==> config.mk <==
export PLATFORM = sky130hd
export DESIGN_NAME = lcd_i2c_controller_flat
export DESIGN_NICKNAME = d
export VERILOG_FILES = /design/src/rtl/lcd_pkg.sv /design/src/rtl/lcd_i2c_controller_if.sv /design/src/rtl/lcd_us_timer.sv /design/src/rtl/lcd_i2c_controller.sv /design/src/flat_wrapper.sv
export SDC_FILE = /design/constraint.sdc
export NUM_CORES = 1
export LEC_CHECK = 0
export ABC_AREA = 1
export BUFFER_PORTS_ARGS = -buffer_cell sky130_fd_sc_hd__buf_2
export CELL_PAD_IN_SITES_DETAIL_PLACEMENT = 1
export CELL_PAD_IN_SITES_GLOBAL_PLACEMENT = 1
export CORE_UTILIZATION = 39
export DETAILED_ROUTE_END_ITERATION = 10
export PLACE_DENSITY = 0.86
export SYNTH_ARGS = -nofsm -noshare
export SYNTH_HDL_FRONTEND = slang
export SYNTH_SLANG_ARGS = --single-unit
==> constraint.sdc <==
create_clock -name clock -period 1.3 [get_ports clock]
set_input_delay 0.26 -clock clock [delete_from_list [all_inputs] [get_ports clock]]
set_output_delay 0.26 -clock clock [all_outputs]
set_load 0.02 [all_outputs]
==> src/rtl/lcd_pkg.sv <==
// lcd_pkg: PCF8574 frame layout, HD44780 init constants and controller state encodings
package lcd_pkg;

    localparam int FRAME_RS = 0;
    localparam int FRAME_RW = 1;
    localparam int FRAME_EN = 2;
    localparam int FRAME_BL = 3;

    localparam logic [3:0] INIT_NIB_8BIT = 4'h3;
    localparam logic [3:0] INIT_NIB_4BIT = 4'h2;
    localparam logic [7:0] CMD_FUNC_SET  = 8'h28;
    localparam logic [7:0] CMD_DISP_ON   = 8'h0C;
    localparam logic [7:0] CMD_ENTRY     = 8'h06;
    localparam logic [7:0] CMD_CLEAR     = 8'h01;
    localparam logic [7:0] CMD_HOME      = 8'h02;

    typedef enum logic [2:0] {PWR_WAIT, INIT, IDLE, SEND, DELAY} top_state_t;
    typedef enum logic [2:0] {NIB_HI, ACK_HI, DONE_HI, NIB_LO, ACK_LO, DONE_LO} nib_state_t;

    // Steps 0..3 are lone nibbles carried in the high half; steps 4..7 are full bytes
    function automatic logic [7:0] init_byte(input logic [3:0] step);
        return step < 4'd3 ? {INIT_NIB_8BIT, 4'h0} :
               step == 4'd3 ? {INIT_NIB_4BIT, 4'h0} :
               step == 4'd4 ? CMD_FUNC_SET :
               step == 4'd5 ? CMD_DISP_ON :
               step == 4'd6 ? CMD_ENTRY : CMD_CLEAR;
    endfunction

    // Clear and home are the only commands that need the long post-byte wait
    function automatic logic is_slow_cmd(input logic rs, input logic [7:0] b);
        return !rs && (b == CMD_CLEAR || b == CMD_HOME);
    endfunction

endpackage

==> src/rtl/lcd_i2c_controller_if.sv <==
// lcd_i2c_controller_if: upstream byte handshake plus the I2C master byte interface
interface lcd_i2c_controller_if;
    logic [7:0] lcd_data_in;
    logic       lcd_write_char;
    logic       lcd_write_cmd;
    logic       lcd_ready_out;
    logic [7:0] i2c_data_out;
    logic       i2c_start;
    logic       i2c_busy;

    modport master (
        output lcd_data_in, lcd_write_char, lcd_write_cmd, i2c_busy,
        input  lcd_ready_out, i2c_data_out, i2c_start
    );

    modport slave (
        input  lcd_data_in, lcd_write_char, lcd_write_cmd, i2c_busy,
        output lcd_ready_out, i2c_data_out, i2c_start
    );
endinterface

==> src/rtl/lcd_us_timer.sv <==
// lcd_us_timer: loadable down-counter of 1 us ticks, expired while the count is zero
module lcd_us_timer #(
    parameter int CLK_HZ = 50_000_000,
    parameter int W      = 16
) (
    input  logic         clock,
    input  logic         reset,
    input  logic         load,
    input  logic [W-1:0] us_count,
    output logic         expired
);
    localparam int DIV = CLK_HZ / 1_000_000 > 0 ? CLK_HZ / 1_000_000 : 1;
    localparam int PW  = DIV > 1 ? $clog2(DIV) : 1;

    logic [PW-1:0] pre;
    logic [W-1:0]  cnt;
    logic          tick;

    assign tick    = pre == PW'(DIV - 1);
    assign expired = cnt == '0 && !load;

    // Prescaler restarts on load so every wait is a whole number of microseconds
    always_ff @(posedge clock) begin
        if (reset) begin
            pre <= '0;
            cnt <= '0;
        end else if (load) begin
            pre <= '0;
            cnt <= us_count;
        end else if (cnt != '0) begin
            pre <= tick ? '0 : pre + PW'(1);
            if (tick) cnt <= cnt - W'(1);
        end
    end
endmodule

==> src/rtl/lcd_i2c_controller.sv <==
// lcd_i2c_controller: HD44780 4-bit init and byte transmit through a PCF8574 I2C expander
module lcd_i2c_controller
    import lcd_pkg::*;
#(
    parameter int CLK_HZ     = 50_000_000,
    parameter int POWERUP_US = 50_000,
    parameter int INIT1_US   = 4_100,
    parameter int INIT2_US   = 100,
    parameter int CMD_US     = 50,
    parameter int CLEAR_US   = 2_000
) (
    input  logic                 clock,
    input  logic                 reset,
    lcd_i2c_controller_if.slave  bus,
    output logic                 init_done
);
    localparam int W = $clog2(POWERUP_US + 1);

    top_state_t  state, state_n;
    nib_state_t  sub, sub_n;
    logic [3:0]  step, step_n;
    logic [7:0]  byte_q, byte_n, init_b, frame;
    logic        rs_q, rs_n, nib_only, nib_only_n, low_half, low_half_n;
    logic        init_done_n, load_q, expired, ready, accept, start;
    logic [W-1:0] delay_us, delay_n;

    assign ready             = state == IDLE && init_done;
    assign accept            = ready && (bus.lcd_write_char || bus.lcd_write_cmd);
    assign init_b            = init_byte(step);
    assign bus.lcd_ready_out = ready;
    assign bus.i2c_start     = start;
    assign bus.i2c_data_out  = frame;

    lcd_us_timer #(.CLK_HZ(CLK_HZ), .W(W)) u_timer (
        .clock    (clock),
        .reset    (reset),
        .load     (load_q),
        .us_count (state == PWR_WAIT ? W'(POWERUP_US) : delay_us),
        .expired  (expired)
    );

    // Frame on the expander pins: backlight always on, write mode, EN high for the first half of a nibble
    always_comb begin
        frame = '0;
        frame[FRAME_BL] = 1'b1;
        if (state == SEND) begin
            frame[7:4] = low_half ? byte_q[3:0] : byte_q[7:4];
            frame[FRAME_EN] = sub == NIB_HI || sub == ACK_HI || sub == DONE_HI;
            frame[FRAME_RS] = rs_q;
        end
    end

    // Next-state logic for the top sequence and the nibble handshake with the I2C master
    always_comb begin
        state_n     = state;
        sub_n       = sub;
        step_n      = step;
        byte_n      = byte_q;
        rs_n        = rs_q;
        nib_only_n  = nib_only;
        low_half_n  = low_half;
        delay_n     = delay_us;
        init_done_n = init_done;
        start       = 1'b0;
        case (state)
            PWR_WAIT: if (expired) state_n = INIT;
            INIT: begin
                if (step == 4'd8) begin
                    init_done_n = 1'b1;
                    state_n     = IDLE;
                end else begin
                    byte_n     = init_b;
                    rs_n       = 1'b0;
                    nib_only_n = step < 4'd4;
                    delay_n    = step == 4'd0 ? W'(INIT1_US) :
                                 step < 4'd4 ? W'(INIT2_US) :
                                 is_slow_cmd(1'b0, init_b) ? W'(CLEAR_US) : W'(CMD_US);
                    step_n     = step + 4'd1;
                    low_half_n = 1'b0;
                    sub_n      = NIB_HI;
                    state_n    = SEND;
                end
            end
            IDLE: begin
                if (accept) begin
                    byte_n     = bus.lcd_data_in;
                    rs_n       = !bus.lcd_write_cmd;
                    nib_only_n = 1'b0;
                    delay_n    = is_slow_cmd(!bus.lcd_write_cmd, bus.lcd_data_in) ? W'(CLEAR_US) : W'(CMD_US);
                    low_half_n = 1'b0;
                    sub_n      = NIB_HI;
                    state_n    = SEND;
                end
            end
            SEND: begin
                case (sub)
                    NIB_HI: if (!bus.i2c_busy) begin
                        start = 1'b1;
                        sub_n = ACK_HI;
                    end
                    ACK_HI:  if (bus.i2c_busy) sub_n = DONE_HI;
                    DONE_HI: if (!bus.i2c_busy) sub_n = NIB_LO;
                    NIB_LO: if (!bus.i2c_busy) begin
                        start = 1'b1;
                        sub_n = ACK_LO;
                    end
                    ACK_LO:  if (bus.i2c_busy) sub_n = DONE_LO;
                    DONE_LO: if (!bus.i2c_busy) begin
                        if (low_half || nib_only) state_n = DELAY;
                        else begin
                            low_half_n = 1'b1;
                            sub_n      = NIB_HI;
                        end
                    end
                    default: sub_n = NIB_HI;
                endcase
            end
            DELAY: if (expired) state_n = init_done ? IDLE : INIT;
            default: state_n = PWR_WAIT;
        endcase
    end

    // State registers; load_q reloads the timer on the first cycle of PWR_WAIT and DELAY
    always_ff @(posedge clock) begin
        if (reset) begin
            state     <= PWR_WAIT;
            sub       <= NIB_HI;
            step      <= '0;
            byte_q    <= '0;
            rs_q      <= 1'b0;
            nib_only  <= 1'b0;
            low_half  <= 1'b0;
            delay_us  <= '0;
            init_done <= 1'b0;
            load_q    <= 1'b1;
        end else begin
            state     <= state_n;
            sub       <= sub_n;
            step      <= step_n;
            byte_q    <= byte_n;
            rs_q      <= rs_n;
            nib_only  <= nib_only_n;
            low_half  <= low_half_n;
            delay_us  <= delay_n;
            init_done <= init_done_n;
            load_q    <= state_n == DELAY && state != DELAY;
        end
    end
endmodule
==> src/flat_wrapper.sv <==
// flat-port wrapper written by rule: the top's interface ports become plain ports
module lcd_i2c_controller_flat import lcd_pkg::*;
#(
    parameter int CLK_HZ     = 50_000_000,
    parameter int POWERUP_US = 50_000,
    parameter int INIT1_US   = 4_100,
    parameter int INIT2_US   = 100,
    parameter int CMD_US     = 50,
    parameter int CLEAR_US   = 2_000
)
  (clock, reset, init_done, bus_lcd_data_in, bus_lcd_write_char, bus_lcd_write_cmd, bus_i2c_busy, bus_lcd_ready_out, bus_i2c_data_out, bus_i2c_start);
  lcd_i2c_controller_if bus_i ();
  input  logic clock;
  input  logic reset;
  output logic init_done;
  input wire logic [$bits(bus_i.lcd_data_in)-1:0] bus_lcd_data_in;
  input wire logic [$bits(bus_i.lcd_write_char)-1:0] bus_lcd_write_char;
  input wire logic [$bits(bus_i.lcd_write_cmd)-1:0] bus_lcd_write_cmd;
  input wire logic [$bits(bus_i.i2c_busy)-1:0] bus_i2c_busy;
  output wire logic [$bits(bus_i.lcd_ready_out)-1:0] bus_lcd_ready_out;
  output wire logic [$bits(bus_i.i2c_data_out)-1:0] bus_i2c_data_out;
  output wire logic [$bits(bus_i.i2c_start)-1:0] bus_i2c_start;
  assign bus_i.lcd_data_in = bus_lcd_data_in;
  assign bus_i.lcd_write_char = bus_lcd_write_char;
  assign bus_i.lcd_write_cmd = bus_lcd_write_cmd;
  assign bus_i.i2c_busy = bus_i2c_busy;
  assign bus_lcd_ready_out = bus_i.lcd_ready_out;
  assign bus_i2c_data_out = bus_i.i2c_data_out;
  assign bus_i2c_start = bus_i.i2c_start;
  lcd_i2c_controller #(.CLK_HZ(CLK_HZ), .POWERUP_US(POWERUP_US), .INIT1_US(INIT1_US), .INIT2_US(INIT2_US), .CMD_US(CMD_US), .CLEAR_US(CLEAR_US)) u_core (.clock(clock), .reset(reset), .bus(bus_i), .init_done(init_done));
endmodule
==> results of run 1 <==
-- logic make-up after synthesis --
logic type                 count (synthesis)  synth area share [%]
DFF                                       52                 32.64
and+or+nand+nor                          268                 37.54
AOI/OAI and AO/OA                         85                 15.30
buffers and inverters                     70                 9.494
xor gates and xnor gates                   6                 1.648
adders and majority gates                  8                 3.139
other                                      2                0.2355
-- metal layers --
metal	overflow	global-route usage, %
met3	0	44.50
met1	1	71.49
met5	0	0
met2	81	96.17
met4	41	87.89
-- stage by stage --
stage | setup TNS [ps] | area [um2] | hold WS (ps)
after global placement | -5394 | 4108 | 457.4
after detailed placement | -8972 | 4108 | 468.9
after floorplan | -708.0 | 3317 | 403.0
after CTS | -8816 | 5184 | 218.1
-- what timing repair did --
item / 4_1_cts
resized for setup: 219
buffers inserted: 29
endpoints found under the setup margin: 59
gates cloned: 4
pin swaps: 55
==> metrics.md, run 1 <==
| Metric | Value |
|---|---|
| Biggest area consumer among synthesized cells | sky130_fd_sc_hd__dfxtp_1 |
| Sequential-to-total area share from yosys stat | 32.64% |
| DP Cell Count | 682 |
| TritonCTS buffer count | 5 |
| Effective utilization at floorplan | 40.85% |
| DPL Wire Length | 8.499 mm |
| Instance count of the mapped netlist | 491 |
| Warnings from Yosys | 0 |
| Clk buf depth | 2 |
| Most common cell in the synthesized netlist | sky130_fd_sc_hd__nand2_1 |
| Maximum level of the CTS H-tree | 2 |
| CTS Root Cell | sky130_fd_sc_hd__clkbuf_8 |
| Last stage | 5_1_grt |
| Die width | 92.43 um |
| Count of flip-flops with a built-in enable after synthesis | 0 |
| Kind of the worst endpoint | primary output |
| Final weighted congestion in routability-driven placement | 0.8920 |
| I/O pins | 24 |
| Std cell rows | 32 |
| Hold-fix buffers, CTS | 0 |
| Endpoint pin with the least setup slack after global-route repair | bus_i2c_start |
| Share of the synthesized area in the top cell type | 32.64% |
| Sink count of the clock tree | 52 |
| Post-synthesis net count | 512 |
| Post-synthesis instance area | 0.003189 mm2 |
| Total of flip-flops plus latches after synthesis | 52 |
| Total routing usage reported by global routing | 72.98% |
| Asr flop ratio synth | 0% |
| Run-stopping error | [ERROR GRT-0232] Routing congestion too high. Check the congestion heatmap in the GUI. |
| Leading cell types by total area after synthesis | sky130_fd_sc_hd__dfxtp_1 33%, sky130_fd_sc_hd__nand2_1 14%, sky130_fd_sc_hd__nor2_1 8.1%, sky130_fd_sc_hd__nand3_1 6.3%, sky130_fd_sc_hd__inv_1 6.2% |
| Netlist cell types | 41 |
| Total congestion overflow | 123 |
| Port Buffers | 21 |
| Cell types with the highest counts after synthesis | 122 x sky130_fd_sc_hd__nand2_1, 69 x sky130_fd_sc_hd__nor2_1, 53 x sky130_fd_sc_hd__inv_1 |
| Die boundary height | 92.43 um |
| Synth Area per Inst | 6.496 um2 |
| Result of the run | did not finish |
| Largest net degree at the start of global routing | 21 |
| Setup slack after placement | -277.5 ps |
| Leading register cell type out of synthesis | sky130_fd_sc_hd__dfxtp_1 |
==> run 2, diff against run 1 <==
--- a/config.mk
+++ b/config.mk
@@ -7,11 +7,9 @@
 export LEC_CHECK = 0
 export ABC_AREA = 1
 export BUFFER_PORTS_ARGS = -buffer_cell sky130_fd_sc_hd__buf_2
-export CELL_PAD_IN_SITES_DETAIL_PLACEMENT = 1
-export CELL_PAD_IN_SITES_GLOBAL_PLACEMENT = 1
-export CORE_UTILIZATION = 39
+export CORE_UTILIZATION = 25
 export DETAILED_ROUTE_END_ITERATION = 10
-export PLACE_DENSITY = 0.86
+export PLACE_DENSITY_LB_ADDON = 0.15
 export SYNTH_ARGS = -nofsm -noshare
 export SYNTH_HDL_FRONTEND = slang
 export SYNTH_SLANG_ARGS = --single-unit
==> constraint.sdc (replaced) <==
create_clock -name clock -period 1.7 [get_ports clock]
set_input_delay 0.34 -clock clock [delete_from_list [all_inputs] [get_ports clock]]
set_output_delay 0.34 -clock clock [all_outputs]
set_load 0.02 [all_outputs]
==> metrics.md, run 2 <==
| Metric | Value |
|---|---|
| Result of the run | finished, final reports clean (was did not finish) |
| Instance count of the mapped netlist | 491 (unchanged) |
| Number of flip-flops in the largest register | 16 |
| Iteration count of the initial detailed-routing pass | 4 |
| Biggest area consumer among synthesized cells | sky130_fd_sc_hd__dfxtp_1 (unchanged) |
| Final Hold Fails | 0 |
| First-pass GRT wire length | 14.63 mm |
| Total of flip-flops plus latches after synthesis | 52 (unchanged) |
| Placement-stage cell area | 0.003650 mm2 (was 0.004108 mm2) |
| Total core area | 0.01221 mm2 |
| Startpoint of the most critical setup path | u_core.sub[0] |
| Warnings from Yosys | 0 (unchanged) |
| Largest delay contributor family on the critical path | flip-flops |
| I/O pins | 24 (unchanged) |
| Die width | 114.9 um (was 92.43 um) |
| End point of the critical path | bus_i2c_start |
| Met3 track demand over resource | 2.425% |
| Sink count of the clock tree | 52 (unchanged) |
| Number of max-cap violations | 0 |
| Post-synthesis net count | 512 (unchanged) |
| Reg-to-reg slack, setup | 150 ps |
| Met1 demand-to-capacity share in global routing | 18.93% |
| Std cell rows | 40 (was 32) |
| Combined buffer and inverter count along the critical path | 2 |
| Total routing usage reported by global routing | 14.34% |
| Detail-routed net length per standard cell | 12.50 um |
| CTS Root Cell | sky130_fd_sc_hd__clkbuf_16 (was sky130_fd_sc_hd__clkbuf_8) |
| Number of nets in the layout | 560 |
| Worst flop-to-flop path endpoint | u_core.u_timer.cnt[12] |
| Shortest period the worst path allows | 1693 ps |
| Sequential-to-total area share from yosys stat | 32.64% (unchanged) |
| Post-route clock skew | 5.367 ps |
| Post-layout instance count excluding filler cells | 708 |
| Largest registers | u_core.u_timer.cnt: 16 flops, u_core.byte_q: 8 flops, u_core.delay_us: 7 flops |
| CP endpoint kind | primary output |
| Crit start category | flip-flop |
| DPL Wire Length | 6.730 mm (was 8.499 mm) |
| Post-route antenna net violation count | 0 |
| CTS tree | yes |
| Detailed Route WL | 8.851 mm |
| Leakage dissipation | 1.794 nW |
| Post-synthesis instance area | 0.003189 mm2 (unchanged) |
| Share of final-layout standard cells stronger than drive strength 1 | 21.11% |
| Largest net degree at the start of global routing | 22 |
| Finished Cell Area | 0.003969 mm2 |
| Area Overhead vs Synth | 24.44% |
| Leading cell types by total area after synthesis | sky130_fd_sc_hd__dfxtp_1 33%, sky130_fd_sc_hd__nand2_1 14%, sky130_fd_sc_hd__nor2_1 8.1%, sky130_fd_sc_hd__nand3_1 6.3%, sky130_fd_sc_hd__inv_1 6.2% (unchanged) |
| TritonCTS buffer count | 5 (unchanged) |
| Port Buffers | 21 (unchanged) |
| DP Cell Count | 695 (was 682) |
| FMAX | 590.7 MHz |
| Diode count | 0 |
| Origin of the critical flop-to-flop path | u_core.u_timer.pre[1] |
| Critical path data arrival time | 1350 ps |
| Register bank with the most flops | u_core.u_timer.cnt |
| Maximum fanout along the worst path | 2 |
| Fillers | 1383 |
| Critical path's slowest cell | sky130_fd_sc_hd__dfxtp_4 |
| First DRT Iteration DRCs | 163 |
| Clock-pin transition on the worst setup and hold timing paths | 70 ps |
| Worst-case vdd ir drop | 0.3049 mV |
| Final critical-path share of the clock period | 99.58% |
| Effective utilization at floorplan | 26.12% (was 40.85%) |
| Asr flop ratio synth | 0% (unchanged) |
| Total congestion overflow | 0 |
| Number of global-route vias before repair | 2917 |
| Initial antenna violation count | 0 |
| Die boundary height | 114.9 um (was 92.43 um) |
| Met2 track demand over resource in global routing | 24.06% |
| CP max stage delay | 370 ps |
| HP Class | input port to flip-flop |
| Share of the synthesized area in the top cell type | 32.64% (unchanged) |
| Required arrival time at the worst endpoint | 1360 ps |
| Worst Path Class, Setup | flip-flop to primary output |
| Clock latency on the worst-skew pair | 300 ps |
| Most common cell in the synthesized netlist | sky130_fd_sc_hd__nand2_1 (unchanged) |
| Count of flip-flops with a built-in enable after synthesis | 0 (unchanged) |
| Cell depth of the worst setup path | 4 |
| Final weighted congestion in routability-driven placement | 0.8303 (was 0.8920) |
| Most frequent standard cell in the layout excluding fill and tap cells | sky130_fd_sc_hd__nand2_1 |
| Clk buf depth | 2 (unchanged) |
| Critical-path cell list | buf_6 -> nand2_4 -> a2111oi_4 -> buf_4 |
| Most used cells in the layout excluding fill and tap cells | 119 x sky130_fd_sc_hd__nand2_1, 65 x sky130_fd_sc_hd__nor2_1, 51 x sky130_fd_sc_hd__inv_1, 47 x sky130_fd_sc_hd__dfxtp_1, 40 x sky130_fd_sc_hd__nand3_1 |
| Hold Slack | 316.0 ps |
| Max Transition Viols Final | 0 |
| Pwr Density | 830.9 mW/mm2 |
| Final routed DRC violation total | 0 |
| Vias after detailed routing | 3142 |
| Number of vias per cell after detailed routing | 4.438 |
| Cell types with the highest counts after synthesis | 122 x sky130_fd_sc_hd__nand2_1, 69 x sky130_fd_sc_hd__nor2_1, 53 x sky130_fd_sc_hd__inv_1 (unchanged) |
| Busiest metal layer after global routing | met2 |
| R2R depth | 10 |
| Maximum level of the CTS H-tree | 2 (unchanged) |
| Leading register cell type out of synthesis | sky130_fd_sc_hd__dfxtp_1 (unchanged) |
| Synth Area per Inst | 6.496 um2 (unchanged) |
| Netlist cell types | 41 (unchanged) |
| RSZ-0062 raised after global routing | true |
| Area enclosed by the die boundary | 0.01321 mm2 |
| Final Setup Violations | 0 |
[run 2: cell counts after synthesis]
Identical to the previous run, type by type.
[run 2: cells by family after synthesis]
group / synth area share (%)
AO/OA/AOI/OAI: 15.30
XOR/XNOR: 1.648
adder cells (fa/ha/maj): 3.139
buffers and inverters: 9.494
flip-flops: 32.64
other: 0.2355
AND/OR/NAND/NOR: 37.54
[run 2: final cells by class]
| cell class | instances | area (um2) | area share [%] |
|---|---|---|---|
| multi-input cells | 369 | 1926 | 48.52 |
| flip-flops and latches | 52 | 1052 | 26.51 |
| repair buffers | 54 | 371.6 | 9.363 |
| inverters | 57 | 226.5 | 5.706 |
| well taps | 168 | 210.2 | 5.296 |
| clock buffers | 7 | 152.6 | 3.846 |
| clock inverters | 1 | 30.03 | 0.7566 |
[run 2: timing repair]
item,CTS,global route
setup buffers,4,1
gates resized for setup,14,18
pin swaps,2,3
hold buffers,0,0
endpoints found under the setup margin,5,35
[run 2: worst min-delay path by stage]
stage | startpoint | endpoint | slack (ps) | cells past startpoint
after detailed placement | u_core.delay_us[12] | u_core.delay_us[12] | 470 | 2
after global routing | bus_lcd_data_in[7] | u_core.byte_q[7] | 310 | 3
after global placement | u_core.delay_us[12] | u_core.delay_us[12] | 470 | 2
final | bus_lcd_data_in[7] | u_core.byte_q[7] | 320 | 3
after floorplan | u_core.byte_q[6] | u_core.byte_q[6] | 440 | 2
after CTS | bus_lcd_data_in[7] | u_core.byte_q[7] | 310 | 3
[run 2: per-layer routing]
metal | vias up | wire length, um
li1 | 1683 | -
met1 | 1403 | 4357
met2 | 48 | 4119
met3 | 8 | 282
met4 | 0 | 91
met5 | - | 0
[run 2: through the flow]
step / setup slack, ps / setup TNS [ps] / utilization, % / total power (W)
global route: -59.55 / -63.63 / 32.50 / 0.003489
global placement: 116.8 / 0 / 29.89 / 0.002033
detailed placement: 88.14 / 0 / 29.89 / 0.002034
finish: 7.098 / 0 / 32.50 / 0.003298
floorplan: 111.6 / 0 / - / 0.001836
CTS: -1.968 / -1.968 / 31.98 / 0.003330
[run 2: report_power, final]
part / internal (W) / switching [W] / leakage (nW)
combinational: 0.000262 / 0.000430 / 1.28
clock: 0.000777 / 0.000480 / 0.0901
sequential: 0.00128 / 0.0000644 / 0.426
total: 0.00232 / 0.000974 / 1.79
[run 2: tightest hold or removal path, delay by kind of cell]
family	cells	cell delay (ps)
AND/OR/NAND/NOR	1	70
buffers and inverters	1	110
AO/OA/AOI/OAI	1	50
(Power assumes the default switching activity.)
